File: config.mk
export PLATFORM = sky130hd
export DESIGN_NAME = mac_stream
export DESIGN_NICKNAME = d
export VERILOG_FILES = /design/src/rtl/mac_stream.sv
export SDC_FILE = /design/constraint.sdc
export NUM_CORES = 1
export LEC_CHECK = 0
export BUFFER_PORTS_ARGS = -buffer_cell sky130_fd_sc_hd__buf_4
export CAP_MARGIN = 20
export CORE_MARGIN = 1.5
export CORE_UTILIZATION = 25
export CTS_CLUSTER_DIAMETER = 120
export DETAILED_ROUTE_END_ITERATION = 7
export SLEW_MARGIN = 20
export SYNTH_ARGS = -nofsm -noshare
export SYNTH_HDL_FRONTEND = slang
export SYNTH_SLANG_ARGS = --single-unit
File: constraint.sdc
create_clock -name clk -period 3.5 [get_ports clk]
set_clock_uncertainty 0.2 [all_clocks]
set_input_delay 0.7 -clock clk [delete_from_list [all_inputs] [get_ports clk]]
set_output_delay 0.7 -clock clk [all_outputs]
set_load 0.05 [all_outputs]
File: src/rtl/mac_stream.sv
// Pipelined streaming multiply-accumulate: one result per first..last run,
// with signed/unsigned mode, optional saturation, sticky overflow and term count.
`timescale 1ns/1ps
module mac_stream #(
  parameter int A_W      = 8,
  parameter int B_W      = 8,
  parameter int ACC_W    = 24,
  parameter int SIGNED   = 1,
  parameter int SATURATE = 1,
  parameter int CNT_W    = 16
) (
  input  logic             clk,
  input  logic             reset,
  input  logic             in_valid,
  output logic             in_ready,
  input  logic [A_W-1:0]   a,
  input  logic [B_W-1:0]   b,
  input  logic             in_first,
  input  logic             in_last,
  output logic             out_valid,
  input  logic             out_ready,
  output logic [ACC_W-1:0] out_acc,
  output logic             out_ovf,
  output logic [CNT_W-1:0] out_cnt
);
  localparam int P_W = A_W + B_W;
  localparam logic [CNT_W-1:0] CNT_MAX = '1;

  // On overflow pick the clamp value in the direction of the overflow.
  function automatic logic [ACC_W-1:0] clamp_sum(input logic [ACC_W:0] s,
                                                 input logic o, input logic neg);
    if (!o || SATURATE == 0) return s[ACC_W-1:0];
    if (SIGNED == 0) return '1;
    return neg ? {1'b1, {(ACC_W-1){1'b0}}} : {1'b0, {(ACC_W-1){1'b1}}};
  endfunction

  function automatic logic [CNT_W-1:0] next_cnt(input logic f, input logic [CNT_W-1:0] c);
    if (f) return CNT_W'(1);
    return (c == CNT_MAX) ? c : c + 1'b1;
  endfunction

  logic signed [P_W-1:0]   a_x, b_x, prod;
  logic signed [P_W-1:0]   p_p1;
  logic                    first_p1, last_p1, vld_p1;
  logic signed [ACC_W-1:0] acc_p2;
  logic                    ovf_p2;
  logic [CNT_W-1:0]        cnt_p2;

  logic signed [ACC_W-1:0] p_ext, base;
  logic [ACC_W:0]          sum;
  logic                    ovr;
  logic [ACC_W-1:0]        acc_nx;
  logic                    ovf_nx;
  logic [CNT_W-1:0]        cnt_nx;

  // A pending, unaccepted result freezes the whole pipeline.
  assign in_ready = !reset && !(out_valid && !out_ready);

  // Widening both operands first keeps one multiplier for both modes.
  assign a_x  = {{B_W{(SIGNED != 0) && a[A_W-1]}}, a};
  assign b_x  = {{A_W{(SIGNED != 0) && b[B_W-1]}}, b};
  assign prod = a_x * b_x;

  always_comb begin
    if (SIGNED != 0) p_ext = ACC_W'(p_p1);
    else             p_ext = ACC_W'($unsigned(p_p1));
    base = first_p1 ? '0 : acc_p2;
    sum  = {1'b0, base} + {1'b0, p_ext};
    if (SIGNED != 0)
      ovr = (base[ACC_W-1] == p_ext[ACC_W-1]) && (sum[ACC_W-1] != base[ACC_W-1]);
    else
      ovr = sum[ACC_W];
    acc_nx = clamp_sum(sum, ovr, base[ACC_W-1]);
    ovf_nx = (first_p1 ? 1'b0 : ovf_p2) | ovr;
    cnt_nx = next_cnt(first_p1, cnt_p2);
  end

  always_ff @(posedge clk or posedge reset) begin
    if (reset) begin
      p_p1      <= '0;
      first_p1  <= 1'b0;
      last_p1   <= 1'b0;
      vld_p1    <= 1'b0;
      acc_p2    <= '0;
      ovf_p2    <= 1'b0;
      cnt_p2    <= '0;
      out_valid <= 1'b0;
      out_acc   <= '0;
      out_ovf   <= 1'b0;
      out_cnt   <= '0;
    end else if (in_ready) begin
      // Stage 1: product and run flags
      vld_p1   <= in_valid;
      p_p1     <= prod;
      first_p1 <= in_first;
      last_p1  <= in_last;
      // Stage 2: accumulate and emit
      if (vld_p1) begin
        acc_p2 <= acc_nx;
        ovf_p2 <= ovf_nx;
        cnt_p2 <= cnt_nx;
      end
      if (vld_p1 && last_p1) begin
        out_valid <= 1'b1;
        out_acc   <= acc_nx;
        out_ovf   <= ovf_nx;
        out_cnt   <= cnt_nx;
      end else if (out_ready) begin
        out_valid <= 1'b0;
      end
    end
  end
endmodule
Word-level counts from Yosys, hierarchy flattened:

Index checks and enable logic that the tools add are counted.

* register bits after elaboration: 102
* input bits: 22
* logic and storage cells: 39

* $add $sub $neg: 2
* multiply operators: 1
* equal/unequal tests: 3
* multiplexer cells: 10
* bitwise logic cells: 1
* reduce and logical (&&, ||, !) cells: 11

Operator list (count)
* $mux W24: 3
* $mux W16: 3
* $add A24 B24 Y24: 1
* $add A16 B1 Y16 const B: 1
* $eq A16 B16 Y1 const B: 1
* $mul A8 B8 Y16: 1
* $reduce_and A2 Y1: 3
* $logic_and A1 B1 Y1: 4
* $mux W1: 4
* $logic_not A1 Y1: 3
* $reduce_bool A2 Y1: 1
* $eq A1 B1 Y1: 1
* $ne A1 B1 Y1: 1
* $or A1 B1 Y1: 1

Depth between registers and ports, before layout:

Gate-level depths: netlist (run 1).

* word-level depth: 5
* depth in mapped cells: 18

Worst setup path after synthesis (run 1):

Ideal clock, no wire load.

* path type: in2reg
* start point: in a[7]
* end point: reg p_p1[15]
* data arrival time: 4.553 ns
* setup slack: -1.387 ns
* stages: 16
* path buffers: 0
* cells stage by stage: and2_1 fa_1 inv_1 fa_1 inv_1 fa_1 inv_1 fa_1 inv_1 ha_1 and3_1 a311oi_1 o21bai_1 a21oi_1 xnor2_1 o21ai_0

* cells in the longest elaborated chain, start to end: 1

RTL lines
* start, declared: RTL line 16 `input logic [A_W-1:0] a,`
* $mul A8 B8 Y16: RTL line 62 `assign prod = a_x * b_x;`
* end signal, assigned: RTL line 94 `p_p1 <= prod;`
* end, declared: RTL line 43 `logic signed [P_W-1:0] p_p1;`

No other way between the ends.
A chain may end at the register's enable or synchronous reset.

Worst setup path after layout (run 1):

* start point: in b[1]
* end point: reg p_p1[15]

* cells in the longest elaborated chain, start to end: 1

RTL lines
* start, declared: RTL line 17 `input logic [B_W-1:0] b,`
* $mul A8 B8 Y16: RTL line 62

No other way between the ends.

==> results.md, run 1 <==
- Status: finished, violations left
- Failing checks: setup timing
- Largest net degree at the start of global routing: slightly below 50
- Worst Hold Class: primary input to async pin
- Clock root cell: clkbuf_16
- Async SR Flop Fraction: 1.000
- Most used DFF post-synth: dfrtp_1
- Die width: between 150 and 200 um
- YS warnings: 0
- Worst path slowest cell: fa_1
- TritonCTS clock tree: done
- Multi-input logic area: between 5000 and 6000 sq um
- CTS sink cnt: around 100
- DR vias/cell: roughly 4.5
- Worst Tran Pin Value: 0.7082 ns
- Syn_area_per_cell: between 8 and 9 sq um
- Crit path kind: primary input to register
- Synth top area cells: dfrtp_1 31%, fa_1 14%, ha_1 8.1%
- Die area: 33920 sq um
- Worst Setup Start Kind: primary input
- Post-route insts no fill: approximately 1500
- Slowest cell delay on critical path: roughly 0.53 ns
- VDD IR-drop max: approximately 0.32 mV
- Fin. Hold Viols: 0
- CP required: around 3.5 ns
- Power Density: between 700 and 800 nW/um^2
- Slew Viols, Final: 0
- Worst-Skew Late Latency: approximately 0.35 ns
- Area grow syn2layout: 25.72%
- Final instance area: roughly 10000 sq um
- Post-synth EDFFs: 0
- Period utilization: 1.268
- Htree depth: 3
- TritonCTS buffer count: 9
- Post-place setup slack: -1.408 ns
- Crit path time final: roughly 4.4 ns
- Post-Syn Instances: 914
- Clock Pin Slew Worst Setup and Hold Paths: approximately 0.070 ns
- Top post-synthesis cells by count: 134 x nand2_1, 102 x dfrtp_1, 95 x inv_1
- Tot GR Track Use: 0.1189
- Placed Cells: approximately 1500
- # port buffers: 64
- RR Startpoint: first_p1
- Crit Path Max Fanout: 4
- Fin worst setup slack: -0.9395 ns
- RSZ-0062 raised after global routing: yes
- # nets final: around 1200
- Drt first-iter violations: around 240
- Critical R2R Capture: acc_p2[11]
- Flops & latches, synth: a little over 100
- Setup-failing EPs final: 9
- Hold-fix buffers, CTS: 0
- Vias: approximately 6700
- Mapped cell area: just over 8000 sq um
- Vias in the first global route: roughly 6600
- Crit path DAT: approximately 4.5 ns
- Register area: 2552 sq um
- Max-cap check violation count: 0
- Post-Syn Nets: approximately 1000
- Initial antenna violation count: 0
- DRC viols: 0
- Dpl hpwl: ~15 mm
- Gp weighted congestion: roughly 0.88
- Synth area leader: dfrtp_1
- CTS max path bufs: 2
- # rows: 66
- FMAX: about 230 MHz
- FF-to-FF path depth: 13
- Unique masters post-synth: 65
- Seq/Total Area, Yosys: 0.3110
- Critical path cell sequence: buf_8, and2_4, fa_1, inv_2, fa_1, inv_2, fa_1, inv_1, fa_1, inv_2, ha_4, nand2_2, o211ai_1, a311oi_2, o21bai_1, a21oi_2, xnor2_1, o21ai_1
- Crit end category: register
- Routed WL: 19.57 mm
- Die H: 184.2 um
- I/O pin count: between 60 and 70
- DR WL/cell: ~13 um
- Slew Limit Headroom: 0.5267
- Setup slack, reg-to-reg: 0.32 ns
- Final ANT Viol Nets: 0
- Most Frequent Cell on Critical Path: fa_1
- Inserted Diodes: 0
- Core area: 32450 sq um
- Remaining global-route overflow: 0
- First-pass GRT wire length: 32.84 mm
- Filler cells: approximately 3400
- Drt first pass iters: 5
- Yosys top cell area share: 0.3110
- Initial Util: 0.2529
- Top-count cell post-synth: nand2_1
- Share of post-route cells with drive strength above 1: 0.2325
- Placed cell areas: about 10000 sq um
- P_leak: 4.776 nW
final cells by class:
type                    instances  area share
clock inverters                 6    0.003759
clock buffers                   9     0.02183
repair buffers                142      0.1142
well taps                     442     0.05360
inverters                      96     0.03529
multi-input cells             686      0.5239
flip-flops and latches        102      0.2474
timing repair:
item	CTS	global route
pin swaps	24	20
buffers inserted	4	3
setup endpoints to repair	11	15
resized for setup	30	28
through the flow:
stage                 util  power (W)  hold slack (ns)  TNS, ns
floorplan                -   0.005577           0.2422   -6.788
global placement    0.3021   0.007076           0.2566   -10.74
detailed placement  0.3021   0.007167           0.2640   -11.15
CTS                 0.3135   0.008235           0.2818   -6.674
global route        0.3179   0.008971           0.1939   -8.012
finish              0.3179   0.008220           0.1737   -6.731
placed cells by master (no fill, tap or decap), drive strengths merged, types with 4 or more instances in the layout:
cell	netlist	routed
a2111oi	4	4
a211o	4	4
a211oi	6	6
a21boi	4	4
a21o	8	8
a21oi	55	55
a31oi	8	8
and2	45	45
and3	10	10
buf	11	142
clkbuf	19	9
clkinv	1	4
dfrtp	102	102
fa	56	56
ha	53	53
inv	95	95
mux2	9	9
mux2i	5	5
nand2	136	136
nand2b	8	8
nand3	12	12
nand4	8	8
nor2	29	29
nor2b	35	35
nor3	10	10
o211ai	10	10
o21a	7	7
o21ai	75	75
o31ai	18	18
or3	5	5
xnor2	16	16
xor2	17	17
state kept, by name (all words and copies together), names as in the netlist:
register / count
ovf_p2: 1
first_p1: 1
out_acc: 24
last_p1: 1
vld_p1: 1
acc_p2: 24
out_valid: 1
out_ovf: 1
p_p1: 16
out_cnt: 16
cnt_p2: 16
metal layers:
metal / GRT usage / wire length, um / vias to the layer above / part of all wire
met3: 0.01403 / 595 / 14 / 0.030
met2: 0.1989 / 9280 / 111 / 0.47
met5: 0 / 0 / - / 0
met1: 0.1607 / 9465 / 3264 / 0.48
li1: - / - / 3345 / -
met4: 0.03475 / 227 / 0 / 0.012
report_power, final:
group,total (W),switching (W),internal (W)
Sequential,0.00186,0.000281,0.00158
Clock,0.000921,0.000444,0.000477
Combinational,0.00544,0.00302,0.00241
Total,0.00822,0.00375,0.00447
cells by family after synthesis:
| family | after synthesis | synth area share |
|---|---|---|
| buf+inv | 126 | 0.06007 |
| flops | 102 | 0.3110 |
| fa+ha+maj | 110 | 0.2186 |
| xor+xnor | 33 | 0.03522 |
| simple gates | 306 | 0.1820 |
| mux | 14 | 0.01845 |
| compound gates | 223 | 0.1746 |
worst max path at each step:
stage | start | endpoint | depth (start not counted)
2_1_floorplan | a[7] | p_p1[12] | 16
3_5_place_dp | a[7] | p_p1[15] | 16
3_3_place_gp | a[7] | p_p1[12] | 17
6_report | b[1] | p_p1[15] | 18
4_1_cts | a[7] | p_p1[15] | 18
5_1_grt | b[1] | p_p1[15] | 18
critical path, delay by kind of cell:
family,cells,cell delay [ns]
xor gates and xnor gates,1,0.13
AOI/OAI and AO/OA,5,0.84
adders and majority gates,5,2.29
and+or+nand+nor,2,0.24
buffers and inverters,5,0.28
(Power assumes the default switching activity.)
==> run 2, diff against run 1 <==
CORE_MARGIN = not set   (was 1.5)
HOLD_SLACK_MARGIN = 0.12   (was not set)
SKIP_CTS_REPAIR_TIMING = 1   (was not set)
==> run 2 against run 1 <==
Net effect: the run still ends with setup timing left; count of clock-buffer cells in the layout grew 1; largest cell class unchanged; highest routed layer unchanged; critical endpoint is now p_p1[14]; flip-flop and latch count did not move; first-iteration DRC count grew 45%; cell area fell by 0.90%; worst setup slack improved by 0.0048 ns; sequential power hardly changed; global-route usage rose by 0.12 points; worst hold slack improved by 0.061 ns; non-clock buffer count shrank 16; cell count decreased by 1.6%; combinational power is 1% lower; core utilization up 0.20 points.
==> results.md, run 2 (synthesis results as in run 1) <==
- Vias: 6568
- Die width: between 150 and 200 um
- Vias in the first global route: 6550
- Top Family by Delay on Critical Path: adder cells
- # rows: 65
- Fin. Hold Viols: 0
- Fin util: 0.3199
- Multi-input logic area: approximately 5400 sq um
- Drt first-iter violations: 346
- Setup-failing EPs final: 9
- Register area: ~2600 sq um
- Tot GR Track Use: 0.1201
- Crit end category: register
- Tot Pwr: 0.008328 W
- Clock Pin Slew Worst Setup and Hold Paths: 0.07 ns
- Worst Setup Start Kind: primary input
- Filler cells: between 3000 and 4000
- Remaining global-route overflow: 0
- Share of post-route cells with drive strength above 1: 0.2146
- Inserted Diodes: 0
- Worst Hold Class: primary input to async pin
- Worst-Skew Late Latency: roughly 0.36 ns
- P_leak: between 4 and 5 nW
- Final ANT Viol Nets: 0
- Largest registers: acc_p2 (24), out_acc (24)
- Crit path kind: primary input to register
- Critical path cell sequence: buf_6, and2_4, fa_1, inv_1, fa_1, inv_2, fa_1, inv_1, fa_1, inv_2, ha_4, o21ai_4, a21boi_2, o311a_1, o211ai_1, a2111oi_0, nand3b_1
- TritonCTS clock tree: done
- Gp weighted congestion: approximately 0.84
- RSZ-0062 raised after global routing: yes
- Crit path time final: 4.435 ns
- Core area: 31960 sq um
- CTS max path bufs: 2
- Max-cap check violation count: 0
- Worst path slowest cell: fa_1
- Failing checks: setup timing
- Crit path DAT: approximately 4.5 ns
- DRC viols: 0
- Most Frequent Cell on Critical Path: fa_1
- Die area: about 34000 sq um
- Dpl hpwl: between 15 and 20 mm
- I/O pin count: between 60 and 70
- First-pass GRT wire length: 32.86 mm
- Commonest cells after routing, fill and taps aside: 129 x nand2_1, 110 x buf_4, 102 x dfrtp_1
- Initial antenna violation count: 0
- Drt first pass iters: 4
- Slew Limit Headroom: 0.4821
- Die H: 183.2 um
- Htree depth: 3
- DR vias/cell: ~4.5
- Buffers & Inverters on Critical Path: 5
- Commonest non-fill, non-tap cell in the layout: nand2_1
- CP required: 3.59 ns
- Power Density: around 810 nW/um^2
- # port buffers: 64
- Largest net degree at the start of global routing: 76
- Initial Util: 0.2568
- Crit Path Max Fanout: 4
- Clock root cell: clkbuf_16
- CTS sink cnt: 102
- VDD IR-drop max: 0.3809 mV
- Slew Viols, Final: 0
- Worst Tran Pin Value: around 0.77 ns
- Period utilization: 1.267
- FMAX: 225.5 MHz
- Fin worst setup slack: -0.9346 ns
- Slowest cell delay on critical path: approximately 0.53 ns
- Area grow syn2layout: 24.59%
- DR WL/cell: 13.40 um
- Status: finished, violations left
- TritonCTS buffer count: 9
- # nets final: between 1000 and 1500
- Routed WL: 19.57 mm
run 2: changes by cell type in the layout (fill, tap and decap cells not counted), moves of 2 or more:
cell,before,now
buf_4,121,110
inv_1,78,83
inv_2,16,11
buf_6,16,12
bufinv_16,0,2
clkinv_2,3,1
clkinvlp_4,3,1
ha_1,40,42
run 2: area by class of cell:
cell class,count,share of cell area
timing repair buffer,126,0.1013
clock buffer,10,0.02337
clock inverter,5,0.008076
inverter,96,0.03561
sequential,102,0.2496
multi-input combinational,686,0.5288
tap,435,0.05323
run 2: final timing paths:
kind | depth (start not counted) | startpoint | slack [ns] | endpoint
min reg2reg | 2 | acc_p2[5] | 0.28 | acc_p2[5]
max reg2reg | 13 | first_p1 | 0.28 | acc_p2[20]
min | 2 | reset | 0.23 | p_p1[0]
max in group asynchronous | 3 | reset | 2.06 | out_cnt[5]
max | 17 | b[1] | -0.93 | p_p1[14]
min in group clk | 2 | acc_p2[5] | 0.28 | acc_p2[5]
run 2: per-layer routing:
metal  vias up  part of all wire  global-route usage
met5         -                 0                   0
met4         0            0.0096             0.02800
met3        13             0.031             0.01390
met2        92              0.47              0.2015
met1      3153              0.49              0.1643
li1       3310                 -                   -
run 2: report_power, final:
group | switching [W] | internal, W
clock | 0.000454 | 0.000645
combinational | 0.00304 | 0.00234
sequential | 0.000264 | 0.00158
total | 0.00376 | 0.00457
run 2: through the flow:
| step | cells | setup WS, ns | TNS [ns] | instance area [sq um] | hold slack, ns |
|---|---|---|---|---|---|
| 2_1_floorplan | 914 | -1.062 | -6.788 | 8332 | 0.2422 |
| 3_3_place_gp | 1444 | -1.328 | -10.85 | 9727 | 0.2555 |
| 3_5_place_dp | 1444 | -1.369 | -11.25 | 9727 | 0.2627 |
| 4_1_cts | 1459 | -1.011 | -7.203 | 10050 | 0.2550 |
| 5_1_grt | 1460 | -1.039 | -7.279 | 10220 | 0.2854 |
| 6_report | 1460 | -0.9346 | -6.145 | 10220 | 0.2348 |
